$ cat src/rtl/vga_cfg_pkg.sv
// Shared constants and state type for the VGA colour configuration controller.
package vga_cfg_pkg;

    localparam int          CW_DEF            = 4;
    localparam logic [15:0] DB_CYCLES_DEF     = 16'd25000;
    localparam logic [23:0] REPEAT_DELAY_DEF  = 24'd12500000;
    localparam logic [23:0] REPEAT_PERIOD_DEF = 24'd2500000;

    typedef enum logic [1:0] {
        IDLE    = 2'd0,
        PENDING = 2'd1,
        COMMIT  = 2'd2
    } cfg_state_e;

endpackage

$ cat src/rtl/btn_debounce.sv
// Push-button conditioner: 2-flop sync, debounce, press pulse, optional auto-repeat.
module btn_debounce
    import vga_cfg_pkg::*;
#(
    parameter logic [15:0] DB_CYCLES     = DB_CYCLES_DEF,
    parameter logic [23:0] REPEAT_DELAY  = REPEAT_DELAY_DEF,
    parameter logic [23:0] REPEAT_PERIOD = REPEAT_PERIOD_DEF,
    parameter bit          REPEAT_EN     = 1'b1
) (
    input  logic clk,
    input  logic rst,
    input  logic raw,
    output logic level,
    output logic pulse
);
    logic        s1, s2, level_d, rep_phase, fire;
    logic [15:0] db_cnt;
    logic [23:0] hold_cnt, hold_nxt, hold_tgt;

    // First repeat waits REPEAT_DELAY after the press, later ones REPEAT_PERIOD.
    assign hold_nxt = hold_cnt + 24'd1;
    assign hold_tgt = rep_phase ? REPEAT_PERIOD : REPEAT_DELAY;
    assign fire     = REPEAT_EN && level && level_d && (hold_nxt == hold_tgt);

    always_ff @(posedge clk or negedge rst) begin
        if (!rst) begin
            s1        <= 1'b0;
            s2        <= 1'b0;
            level     <= 1'b0;
            level_d   <= 1'b0;
            db_cnt    <= '0;
            pulse     <= 1'b0;
            hold_cnt  <= '0;
            rep_phase <= 1'b0;
        end else begin
            s1 <= raw;
            s2 <= s1;
            if (s2 == level) begin
                db_cnt <= '0;
            end else if (db_cnt == DB_CYCLES - 16'd1) begin
                level  <= ~level;
                db_cnt <= '0;
            end else begin
                db_cnt <= db_cnt + 16'd1;
            end
            level_d <= level;
            pulse   <= (level & ~level_d) | fire;
            if (!(level && level_d)) begin
                hold_cnt  <= '0;
                rep_phase <= 1'b0;
            end else if (fire) begin
                hold_cnt  <= '0;
                rep_phase <= 1'b1;
            end else begin
                hold_cnt  <= hold_nxt;
            end
        end
    end

endmodule

$ cat src/rtl/vga_color_cfg_ctrl.sv
// Button-driven shadow colour registers, committed to the pixel path on Vsync fall.
module vga_color_cfg_ctrl
    import vga_cfg_pkg::*;
#(
    parameter logic [15:0] DB_CYCLES     = DB_CYCLES_DEF,
    parameter logic [23:0] REPEAT_DELAY  = REPEAT_DELAY_DEF,
    parameter logic [23:0] REPEAT_PERIOD = REPEAT_PERIOD_DEF,
    parameter int          CW            = CW_DEF
) (
    input  logic          clk,
    input  logic          rst,
    input  logic          but_r,
    input  logic          but_g,
    input  logic          but_b,
    input  logic          but_clr,
    input  logic          vsync,
    output logic [CW-1:0] col_r,
    output logic [CW-1:0] col_g,
    output logic [CW-1:0] col_b,
    output logic          pending,
    output logic          commit_pulse
);
    localparam int NBTN = 4;
    localparam int BCLR = 3;

    logic [NBTN-1:0]    raw, btn_pulse, lvl_unused;
    logic [2:0][CW-1:0] shadow;
    logic               chg_q, vs_s1, vs_s2, vs_q, vs_fall;
    cfg_state_e         state, state_nxt;

    assign raw = {but_clr, but_b, but_g, but_r};

    genvar i;
    generate
        for (i = 0; i < NBTN; i++) begin : g_btn
            btn_debounce #(
                .DB_CYCLES    (DB_CYCLES),
                .REPEAT_DELAY (REPEAT_DELAY),
                .REPEAT_PERIOD(REPEAT_PERIOD),
                .REPEAT_EN    (i != BCLR)
            ) u_db (
                .clk  (clk),
                .rst  (rst),
                .raw  (raw[i]),
                .level(lvl_unused[i]),
                .pulse(btn_pulse[i])
            );
        end
    endgenerate

    // chg_q flags an update already folded into shadow; the FSM reacts a cycle later.
    always_ff @(posedge clk or negedge rst) begin
        if (!rst) begin
            shadow <= '0;
            chg_q  <= 1'b0;
        end else begin
            chg_q <= |btn_pulse;
            if (btn_pulse[BCLR]) begin
                shadow <= '0;
            end else begin
                for (int c = 0; c < 3; c++)
                    if (btn_pulse[c]) shadow[c] <= shadow[c] + CW'(1);
            end
        end
    end

    // Reset high so releasing reset never looks like a frame boundary.
    always_ff @(posedge clk or negedge rst) begin
        if (!rst) begin
            vs_s1 <= 1'b1;
            vs_s2 <= 1'b1;
            vs_q  <= 1'b1;
        end else begin
            vs_s1 <= vsync;
            vs_s2 <= vs_s1;
            vs_q  <= vs_s2;
        end
    end

    assign vs_fall = vs_q & ~vs_s2;

    always_comb begin
        state_nxt = state;
        case (state)
            IDLE:    if (chg_q) state_nxt = PENDING;
            PENDING: if (vs_fall) state_nxt = COMMIT;
            COMMIT:  state_nxt = chg_q ? PENDING : IDLE;
            default: state_nxt = IDLE;
        endcase
    end

    // Entering COMMIT latches the pre-update shadow; a same-edge update re-arms PENDING.
    always_ff @(posedge clk or negedge rst) begin
        if (!rst) begin
            state        <= IDLE;
            pending      <= 1'b0;
            commit_pulse <= 1'b0;
            col_r        <= '0;
            col_g        <= '0;
            col_b        <= '0;
        end else begin
            state        <= state_nxt;
            pending      <= (state_nxt == PENDING);
            commit_pulse <= (state_nxt == COMMIT);
            if (state_nxt == COMMIT) begin
                col_r <= shadow[0];
                col_g <= shadow[1];
                col_b <= shadow[2];
            end
        end
    end

endmodule

$ cat config.mk
export PLATFORM = sky130hd
export DESIGN_NAME = vga_color_cfg_ctrl
export DESIGN_NICKNAME = d
export VERILOG_FILES = /design/src/rtl/vga_cfg_pkg.sv /design/src/rtl/btn_debounce.sv /design/src/rtl/vga_color_cfg_ctrl.sv
export SDC_FILE = /design/constraint.sdc
export NUM_CORES = 1
export LEC_CHECK = 0
export CAP_MARGIN = 40
export CORE_ASPECT_RATIO = 1.4
export CORE_MARGIN = 1
export CORE_UTILIZATION = 35
export DETAILED_ROUTE_END_ITERATION = 7
export PLACE_DENSITY = 0.57
export SYNTH_ARGS = -nofsm -noshare
export SYNTH_HDL_FRONTEND = slang
export SYNTH_SLANG_ARGS = --single-unit
export TNS_END_PERCENT = 50
$ cat constraint.sdc
create_clock -name clk -period 9.56 [get_ports clk]
set_input_delay 2.868 -clock clk [delete_from_list [all_inputs] [get_ports clk]]
set_output_delay 2.868 -clock clk [all_outputs]
set_load 0.005 [all_outputs]
### Word-level counts from Yosys, hierarchy flattened

Index checks and enable logic that the tools add are counted.

| cells by class | value |
|---|---|
| $add $sub $neg | 10 |
| equality and inequality tests | 18 |
| mux-type cells | 31 |
| bitwise gates (word level) | 21 |
| reduce and logical (&&, ||, !) cells | 15 |

Operators with widths:

| kind | count |
|---|---|
| 2-to-1 mux 24 bit | 9 |
| 2-to-1 mux 16 bit | 8 |
| adder 24 x 1 -> 24 bit (second input constant) | 3 |
| == test 24 bit | 3 |
| adder 16 x 1 -> 16 bit (second input constant) | 4 |
| == test 16 x 15 -> 1 bit (second input constant) | 4 |
| inverter 1 bit | 13 |
| adder 4 x 1 -> 4 bit (second input constant) | 3 |
| 2-to-1 mux 12 bit | 1 |
| 2-to-1 mux 4 bit | 3 |
| AND reduction 2 bit | 4 |
| 2-to-1 mux 1 bit | 7 |
| logical AND 1 bit | 6 |
| != test 2 x 1 -> 1 bit (second input constant) | 3 |
| case mux 2 bit (3 select lines) | 1 |
| nonzero test 2 bit | 3 |
| bitwise AND 1 bit | 5 |
| == test 1 bit | 4 |
| == test 2 x 1 -> 1 bit (second input constant) | 2 |
| == test 2 bit (second input constant) | 2 |
| 2-to-1 mux 2 bit | 2 |
| OR reduction 4 bit | 1 |
| bitwise OR 1 bit | 3 |
| logical NOT 2 bit | 1 |

| storage, ports and cells | value |
|---|---|
| bits in registers | 191 |
| output and inout bits | 14 |
| word-level logic and storage cells | 138 |

### Longest topological paths before layout

| depth | value |
|---|---|
| word-level depth | 5 |
| mapped depth | 10 |

### By module

From an unflattened synthesis, not the netlist that was laid out.

| unflattened totals | value |
|---|---|
| cells, all modules | 924 |
| area total of the unflattened synthesis | 9645.5 µm² |

By module, submodules not included:

| module | times used | cells each | area an instance (µm²) |
|---|---|---|---|
| btn_debounce at g_btn[0].u_db ... | 3 | 249 | 2458.6 |
| vga_color_cfg_ctrl | 1 | 91 | 1337.5 |
| btn_debounce at g_btn[3].u_db | 1 | 86 | 932.1 |

### Worst setup path before layout

Ideal clock, no wire load.

| timing path | value |
|---|---|
| path kind | flip-flop to output port |
| from | register col_b[0] |
| to | output port col_b[0] |
| data arrival time | 0.359 ns |
| data required time | 6.692 ns |
| slack | 6.333 ns |
| stages on the path, launching flop included | 1 |
| path buffers | 0 |
| cells stage by stage | dfrtp_1 |

RTL lines:

| item | RTL line | RTL |
|---|---|---|
| start: declaration | vga_color_cfg_ctrl.sv:19 | `output logic [CW-1:0] col_b,` |
| start signal: assignment | vga_color_cfg_ctrl.sv:108 | `col_b <= shadow[2];` |

No word-level cell between the ends.

### Worst setup path after layout

| timing path | value |
|---|---|
| from | register col_r[1] |
| to | output port col_r[1] |

RTL lines:

| item | RTL line | RTL |
|---|---|---|
| start: declaration | vga_color_cfg_ctrl.sv:17 | `output logic [CW-1:0] col_r,` |
| start signal: assignment | vga_color_cfg_ctrl.sv:106 | `col_r <= shadow[0];` |

No word-level cell between the ends.

==> metrics.md <==
| Metric | Value |
|---|---|
| Outcome | `finished, final reports clean` |
| Yosys cell types | `~70` |
| Worst VDD drop | `roughly 110 µV` |
| Max FFs per register | `72` |
| Total core area | `between 0.02 and 0.03 mm²` |
| Num CTS Buffers | `17` |
| CTS tree | `yes` |
| Most frequent cells in the layout | `dfrtp_1 (188), nor2_1 (124), xor2_1 (72)` |
| Leak Pwr | `~0.0043 µW` |
| Crit-path slowest cell | `clkdlybuf4s50_1` |
| Post-synth EDFFs | `0` |
| Post-Route WL | `17900 µm` |
| Commonest non-fill, non-tap cell in the layout | `dfrtp_1` |
| Async SR Flop Fraction | `100%` |
| I/O pins | `21` |
| Reg-to-reg startpoint | `g_btn[1].u_db.hold_cnt[0]` |
| N_diodes | `0` |
| Post-CTS setup buffers | `0` |
| Vias per cell | `5.01` |
| PostCTS Resize Cnt | `0` |
| Die Span Y | `approximately 200 µm` |
| Synth area leader | `dfrtp_1` |
| R2r endpoint | `g_btn[1].u_db.hold_cnt[15]` |
| Vias | `6584` |
| Critical path startpoint | `col_r[1]` |
| RSZ-0062 raised after global routing | `no` |
| Fillers | `2640` |
| Global-route wire length before repair | `about 31000 µm` |
| Worst setup endpoint | `col_r[1]` |
| Worst slew margin | `a little under a third` |
| Final setup vio count | `0` |
| GR Util All Layers | `between 10% and 20%` |
| Drt first pass iters | `4` |
| CP arrival | `about 1300 ps` |
| Period utilization | `between 40% and 50%` |
| Pwr/cell area | `roughly 140 mW/mm²` |
| Slew Limit Fails | `0` |
| Measured slew at the worst slew-check pin | `1030 ps` |
| Crit Path Max Fanout | `2` |
| Htree depth | `4` |
| Hold_buf cts | `0` |
| Startpoint Class | `flip-flop` |
| Yosys warnings | `0` |
| Slowest stage delay, CP | `500 ps` |
| I/O Buffers | `20` |
| Worst path bufs/invs | `1` |
| Die area | `0.0280 mm²` |
| Reg clk slew, reported paths | `roughly 70 ps` |
| Seq/Total Area, Yosys | `between 50% and 60%` |
| Cells taking the most area after synthesis | `dfrtp_1 (49%), xor2_1 (6.6%), xnor2_1 (5.0%)` |
| Initial antenna violation count | `0` |
| Core Util, Final | `40.0%` |
| Syn Inst Count | `about 930` |
| Peak Freq | `approximately 0.24 GHz` |
| Clock period minus worst slack | `~4200 ps` |
| Max_cap viols | `0` |
| FF-to-FF setup slack | `between 5000 and 6000 ps` |
| Clock sink total | `around 190` |
| Kind of critical path | `reg -> out` |
| Crit end category | `primary output` |
| Initial Util | `35.7%` |
| Mapped Nets | `roughly 950` |
| Final GP Congestion | `a little under 0.8` |
| Largest Register | `g_btn.u_db.hold_cnt` |
| Biggest regs | `g_btn.u_db.hold_cnt (72), g_btn.u_db.db_cnt (64), shadow (12)` |
| Root buf cell | `clkbuf_16` |
| Nets | `959` |
| Layout cells sized above 1 | `between 10% and 20%` |
| Fin Setup TNS | `0 ps` |
| Layout area overhead | `12.1%` |
| Flops & latches, synth | `roughly 190` |
| Row count | `a little over 70` |
| Critical path depth | `1` |
| Worst Hold Class | `reg -> reg` |
| Delay-heaviest family, CP | `buffers and inverters` |
| Drt initial violations | `302` |
| Worst-Skew Late Latency | `approximately 450 ps` |
| Vias in the first global route | `between 6000 and 7000` |
| Worst Path Required | `approximately 6700 ps` |
| Largest net degree at the start of global routing | `100` |
| Mean Syn Cell Area | `just over 10 µm²` |
| Antenna viol nets, final | `0` |
| Max Buffers Root-to-Sink | `2` |
| Reg2reg path depth | `8` |
| Main synth FF type | `dfrtp_1` |
| GRT Residual Overflow | `0` |
| Cells along the critical path | `clkdlybuf4s50_1` |
| Final Hold Vio Count | `0` |
| Die span in x | `~140 µm` |
| Avg WL per Cell | `roughly 14 µm` |
| Detailed placement HPWL | `between 10000 and 15000 µm` |
| Share of the synthesized area in the top cell type | `just under 50%` |
| DRC viols | `0` |
| Final Skew | `around 11 ps` |
| Cell Area, Synth | `about 0.0096 mm²` |
## cells by family after synthesis
logic type	Yosys count	synth area share, %
buffers and inverters	49	2.54
flip-flops	191	50.0
AO/OA/AOI/OAI	67	5.26
multiplexers	26	2.97
XOR/XNOR	127	11.6
AND/OR/NAND/NOR	453	25.9
adder cells (fa/ha/maj)	13	1.70
## cells in the mapped netlist, types with 6 or more instances
cell type    n
a21oi_1     16
and3_1      15
and4_1       9
clkbuf_1    19
dfrtp_1    188
ha_1        13
inv_1       16
mux2_2      19
mux2i_1      7
nand2_1     61
nand3_1     56
nand4_1     29
nor2_1     124
nor2b_1      6
nor3_1      41
nor3_2      17
nor3b_1     13
nor4_1      21
o21ai_0      8
or2_2        7
or3_1       10
or4_1       12
xnor2_1     55
xor2_1      72
## worst min-delay path by stage
stage	end	slack, ps	cells past startpoint	startpoint
6_report	g_btn[3].u_db.s2	360	0	g_btn[3].u_db.s1
5_1_grt	vs_s2	370	0	vs_s1
4_1_cts	g_btn[0].u_db.s2	360	0	g_btn[0].u_db.s1
3_5_place_dp	g_btn[0].u_db.s2	350	0	g_btn[0].u_db.s1
3_3_place_gp	g_btn[0].u_db.s2	340	0	g_btn[0].u_db.s1
2_1_floorplan	g_btn[0].u_db.s2	330	0	g_btn[0].u_db.s1
## area by class of cell
cell class	count	area (µm²)	share of cell area, %
clock inverter	10	105	0.981
clock buffer	20	457	4.26
tap	365	457	4.26
timing repair buffer	27	312	2.91
sequential	191	4780	44.6
inverter	16	60.1	0.560
multi-input combinational	686	4550	42.4
## where the power goes
| part | leakage, µW | switching [µW] | internal (µW) | total [µW] |
|---|---|---|---|---|
| Combinational | 0.00145 | 23.7 | 8.39 | 32.1 |
| Clock | 0.000272 | 313 | 374 | 688 |
| Sequential | 0.00263 | 4.85 | 815 | 820 |
## worst register-to-register path, delay by kind of cell, from the launching register on
family | cells | cell delay [ps]
flip-flops | 1 | 460
AO/OA/AOI/OAI | 2 | 930
adder cells (fa/ha/maj) | 1 | 340
XOR/XNOR | 1 | 210
AND/OR/NAND/NOR | 4 | 1520
## per-layer routing
metal  global-route usage, %  wire length (µm)
met1                    17.3              8340
met2                    23.5              8860
met3                    2.62               355
met4                    5.93               362
met5                       0                 0
## stage by stage
step | power (µW) | hold slack, ps | setup slack, ps | area, µm² | cells
3_3_place_gp | 867 | 336 | 4950 | 10100 | 1281
4_1_cts | 1570 | 362 | 5360 | 10700 | 1315
5_1_grt | 1600 | 375 | 5320 | 10700 | 1315
2_1_floorplan | 845 | 331 | 6330 | 9570 | 926
6_report | 1540 | 360 | 5390 | 10700 | 1315
3_5_place_dp | 869 | 346 | 5050 | 10200 | 1285
Power figures use the tool's default switching activity.
==> variant 1, RTL diff (same settings) <==
Set the package constant `CW_DEF` to 5 (it was 4).
--- a/src/rtl/vga_cfg_pkg.sv
+++ b/src/rtl/vga_cfg_pkg.sv
@@ -1,7 +1,7 @@
 // Shared constants and state type for the VGA colour configuration controller.
 package vga_cfg_pkg;
 
-    localparam int          CW_DEF            = 4;
+    localparam int          CW_DEF            = 5;
     localparam logic [15:0] DB_CYCLES_DEF     = 16'd25000;
     localparam logic [23:0] REPEAT_DELAY_DEF  = 24'd12500000;
     localparam logic [23:0] REPEAT_PERIOD_DEF = 24'd2500000;
Interface: changed (resized col_b, col_g and col_r); port bits go from 21 to 24. The function was not compared with the original's and may differ.
==> variant 1 against the original RTL <==
Total power is 2.4% higher. Cell area is 2.8% higher. Routed wire length grew 11%. Sequential share of layout area grew 0.13 points. Sequential cell count increased by 6. Synthesized cell count rose by 3.3%. Synthesized area grew 2.0%. Setup slack improved by 0.012 ns. Sequential power rose by 3.0%. Non-clock buffer count is 8 higher. Highest routed layer is now met5.
==> variant 1: results (changes against the original RTL) <==
WL final=19800 um (+11%); GRT Total Usage=0.152 (+0.0124); Synth async-reset ratio=1.00 (unchanged); Layout Nets=991 (+3.3%); initial antenna violation count=1 (+1); first-pass GRT wire length=34300 um (+9.9%); worst-skew pair later-pin latency=0.43 ns (-0.02 ns); Met2 Routed Length=9900 um (+12%); drt first-iter violations=322 (+6.6%); routed length per instance=14.6 um (+7.5%); VDD IR max=127 uV (+15%); Yosys warning count=0 (unchanged); GPL Wtd Cong=0.810 (+5.0%); share of cells above drive strength 1=0.0956 (-0.0212); postcts setup bufs=0 (unchanged); vias in the first global route=6993 (+8.3%); Max-slew headroom=0.516 (+0.201); sequential fraction of the synthesis area=0.505 (+0.00538); port bufs=23 (+15%); Leak=4.48 nW (+3.0%); Max Used Layer=met5; vias per cell=5.10 (+1.9%); Post-DP HPWL=14000 um (+13%); met3 wire len=404 um (+14%); post-synth net total=977 (+3.3%); Area contributors post-synth=dfrtp_1, xor2_1, nor2_1; most frequent cells after synthesis=dfrtp_1, nor2_1, xor2_1; skew final=0.0106 ns (+0.00000640 ns); DRT met1 WL=9160 um (+9.8%); biggest regs=g_btn.u_db.hold_cnt x72, g_btn.u_db.db_cnt x64, shadow x15; Cell variety after synth=64 (-9.9%); drt first pass iters=6 (+2); pin count of the biggest net entering global routing=69 (-31%); status=completed; CP delay by family, top=buffers and inverters
variant 1: final timing paths:
path	start	endpoint	slack (ns)	cells after the start
setup / recovery	col_r[2]$_DFFE_PN0P_	col_r[2]	5.40	1
max in group asynchronous	rst	vs_s2$_DFF_PN1_	5.80	4
min in group asynchronous	rst	g_btn[0].u_db.db_cnt[6]$_DFF_PN0_	2.38	1
setup reg to reg	g_btn[1].u_db.hold_cnt[0]$_DFF_PN0_	g_btn[1].u_db.hold_cnt[15]$_DFF_PN0_	5.86	9
hold / removal	g_btn[0].u_db.s1$_DFF_PN0_	g_btn[0].u_db.s2$_DFF_PN0_	0.35	0
hold reg to reg	g_btn[0].u_db.s1$_DFF_PN0_	g_btn[0].u_db.s2$_DFF_PN0_	0.35	0
variant 1: cell type report:
type	count	area [sq um]
Timing Repair Buffer	35	384
Inverter	16	60.1
Sequential cell	197	4930
Clock buffer	19	443
Multi-Input combinational cell	704	4620
Clock inverter	12	121
Fill cell	2723	16500
Tap cell	370	463
variant 1: metrics by stage:
stage               hold WS (ns)  cells  setup slack (ns)  cell area (sq um)
floorplan                  0.331    957              6.33               9760
global placement           0.332   1316              4.89              10400
detailed placement         0.337   1322              5.17              10500
CTS                        0.354   1353              5.37              11000
global route               0.364   1353              5.34              11000
finish                     0.352   1353              5.40              11000
variant 1: metal layers:
metal | GRT usage | up-vias
li1 | - | 3420
met1 | 0.190 | 3389
met4 | 0.0470 | 2
met5 | 0 | -
met2 | 0.263 | 64
met3 | 0.0278 | 28
variant 1: logic make-up (layout without fill, tap and decap cells):
family | Yosys count | count (layout) | share of synthesized area
simple gates | 463 | 463 | 0.255
flops | 197 | 197 | 0.505
xor+xnor | 127 | 127 | 0.115
compound gates | 74 | 74 | 0.0546
buf+inv | 56 | 82 | 0.0229
mux | 27 | 27 | 0.0304
fa+ha+maj | 13 | 13 | 0.0167
variant 1: where the power goes:
part / total, mW / switching [mW] / internal [mW]
sequential: 0.845 / 0.00471 / 0.840
clock: 0.698 / 0.328 / 0.370
combinational: 0.0341 / 0.0244 / 0.00965
total: 1.58 / 0.357 / 1.22
==> variant 2, RTL diff (same flow settings) <==
Made on the original files. Register the input `but_clr` before use. The logic sees it one clock later. The other inputs are not delayed to match.
--- a/src/rtl/vga_color_cfg_ctrl.sv
+++ b/src/rtl/vga_color_cfg_ctrl.sv
@@ -23,12 +23,18 @@
     localparam int NBTN = 4;
     localparam int BCLR = 3;
 
+    logic but_clr_q;
+
+    always_ff @(posedge clk) begin
+        but_clr_q <= but_clr;
+    end
+
     logic [NBTN-1:0]    raw, btn_pulse, lvl_unused;
     logic [2:0][CW-1:0] shadow;
     logic               chg_q, vs_s1, vs_s2, vs_q, vs_fall;
     cfg_state_e         state, state_nxt;
 
-    assign raw = {but_clr, but_b, but_g, but_r};
+    assign raw = {but_clr_q, but_b, but_g, but_r};
 
     genvar i;
     generate
Check against the original RTL: same outputs for any inputs over 10 cycles, from zero or initial values and one cycle with rst low; that may be too few to reach the edited logic, so the function may still have changed.
==> variant 2 against the original RTL <==
Count of clock-buffer cells in the layout unchanged. Clock power grew 8.1%. Clock skew up 0.0022 ns. Sequential cell count is 1 higher. Via count is 6.6% higher. Setup slack better by 0.012 ns. Synthesized area increased by 1.4%. Routed wire length increased by 8.7%. Total power up 3.8%. Cell area rose by 1.6%. Critical path type unchanged. Die area increased by 1.4%. Combinational power is 4% lower. Sequential share of layout area decreased by 0.51 points.
==> variant 2: results (changes against the original RTL) <==
Post-DP HPWL=13400 um (+7.6%); GR Util met2=0.265 (+0.0297); sw frac=0.221 (-0.00151); hold path endpoint=g_btn[3].u_db.s1$_DFF_PN0_; PwrDens=147 nW/um^2 (+2.2%); GPL Wtd Cong=0.831 (+7.7%); R2R setup slack=6.12 ns (+0.19 ns); RR Endpoint=g_btn[1].u_db.hold_cnt[8]$_DFF_PN0_; met3 wire len=393 um (+11%); pre-CTS setup slack=5.22 ns (+0.179 ns); cell area after placement=10300 sq um (+1.2%); clock power share=0.465 (+0.018); hold path startpoint=but_clr_q$_DFF_P_; placed cell count=1322 (+2.9%); WL final=19500 um (+8.7%); vias per cell=5.19 (+3.6%); skew final=0.0128 ns (+0.00216 ns); CP startpoint=col_g[0]$_DFFE_PN0P_; GRT met1 Usage=0.177 (+0.00364); Post-Synth Adder-Cell Area=0.0168 (-0.000237); Area contributors post-synth=dfrtp_1, xor2_1, nor2_1; multiplexer share of the synthesized area=0.0304 (+0.000747); post-synthesis compound-gate area fraction=0.0677 (+0.0151); post-layout min period=4.16 ns (-0.0119 ns); drt first-iter violations=309 (+2.3%); met3 usage in global routing=0.0246 (-0.00163); Cell variety after synth=64 (-9.9%); number of fill cells in the layout=2663 (+0.87%); combinational cell power=0.0308 mW (-4%); worst setup path endpoint=col_g[0]; cells after synthesis=967 (+4.4%); Max-slew headroom=0.488 (+0.173); Layout Nets=996 (+3.9%); status=completed; first-pass GRT wire length=33500 um (+7.3%); sequential fraction of the synthesis area=0.495 (-0.00490); Synth Area in XOR/XNOR=0.105 (-0.0110); most frequent cells after synthesis=dfrtp_1, nor2_1, nand3_1; post-synth net total=987 (+4.3%); Synth async-reset ratio=0.995 (-0.00521); pin count of the biggest net entering global routing=96 (-4.0%); vias in the first global route=7018 (+8.7%); Non-Filler Instances=1354 (+3.0%)
## variant 2: changes by cell type in the layout (fill, tap and decap cells not counted), sizes merged, moves of 4 or more
cell / unedited run / this run
nand4: 31 / 38
a21oi: 16 / 25
nor2b: 6 / 14
o21ai: 8 / 16
nor3: 58 / 26
nand3: 57 / 69
xnor2: 55 / 48
o31ai: 1 / 11
and3: 15 / 20
or4: 15 / 19
and2: 2 / 14
xor2: 72 / 66
## variant 2: final cells by class
type,count,area share
Clock buffer,20,0.0401
Multi-Input combinational cell,724,0.430
Inverter,14,0.00483
Tap cell,365,0.0419
Sequential cell,192,0.441
Timing Repair Buffer,27,0.0256
Clock inverter,12,0.0161
## variant 2: worst reg2reg max path, delay by kind of cell, from the launching register on
kind,cells,cell delay (ns)
flip-flops,1,0.46
AND/OR/NAND/NOR,4,1.39
adder cells (fa/ha/maj),1,0.33
AO/OA/AOI/OAI,3,1.17
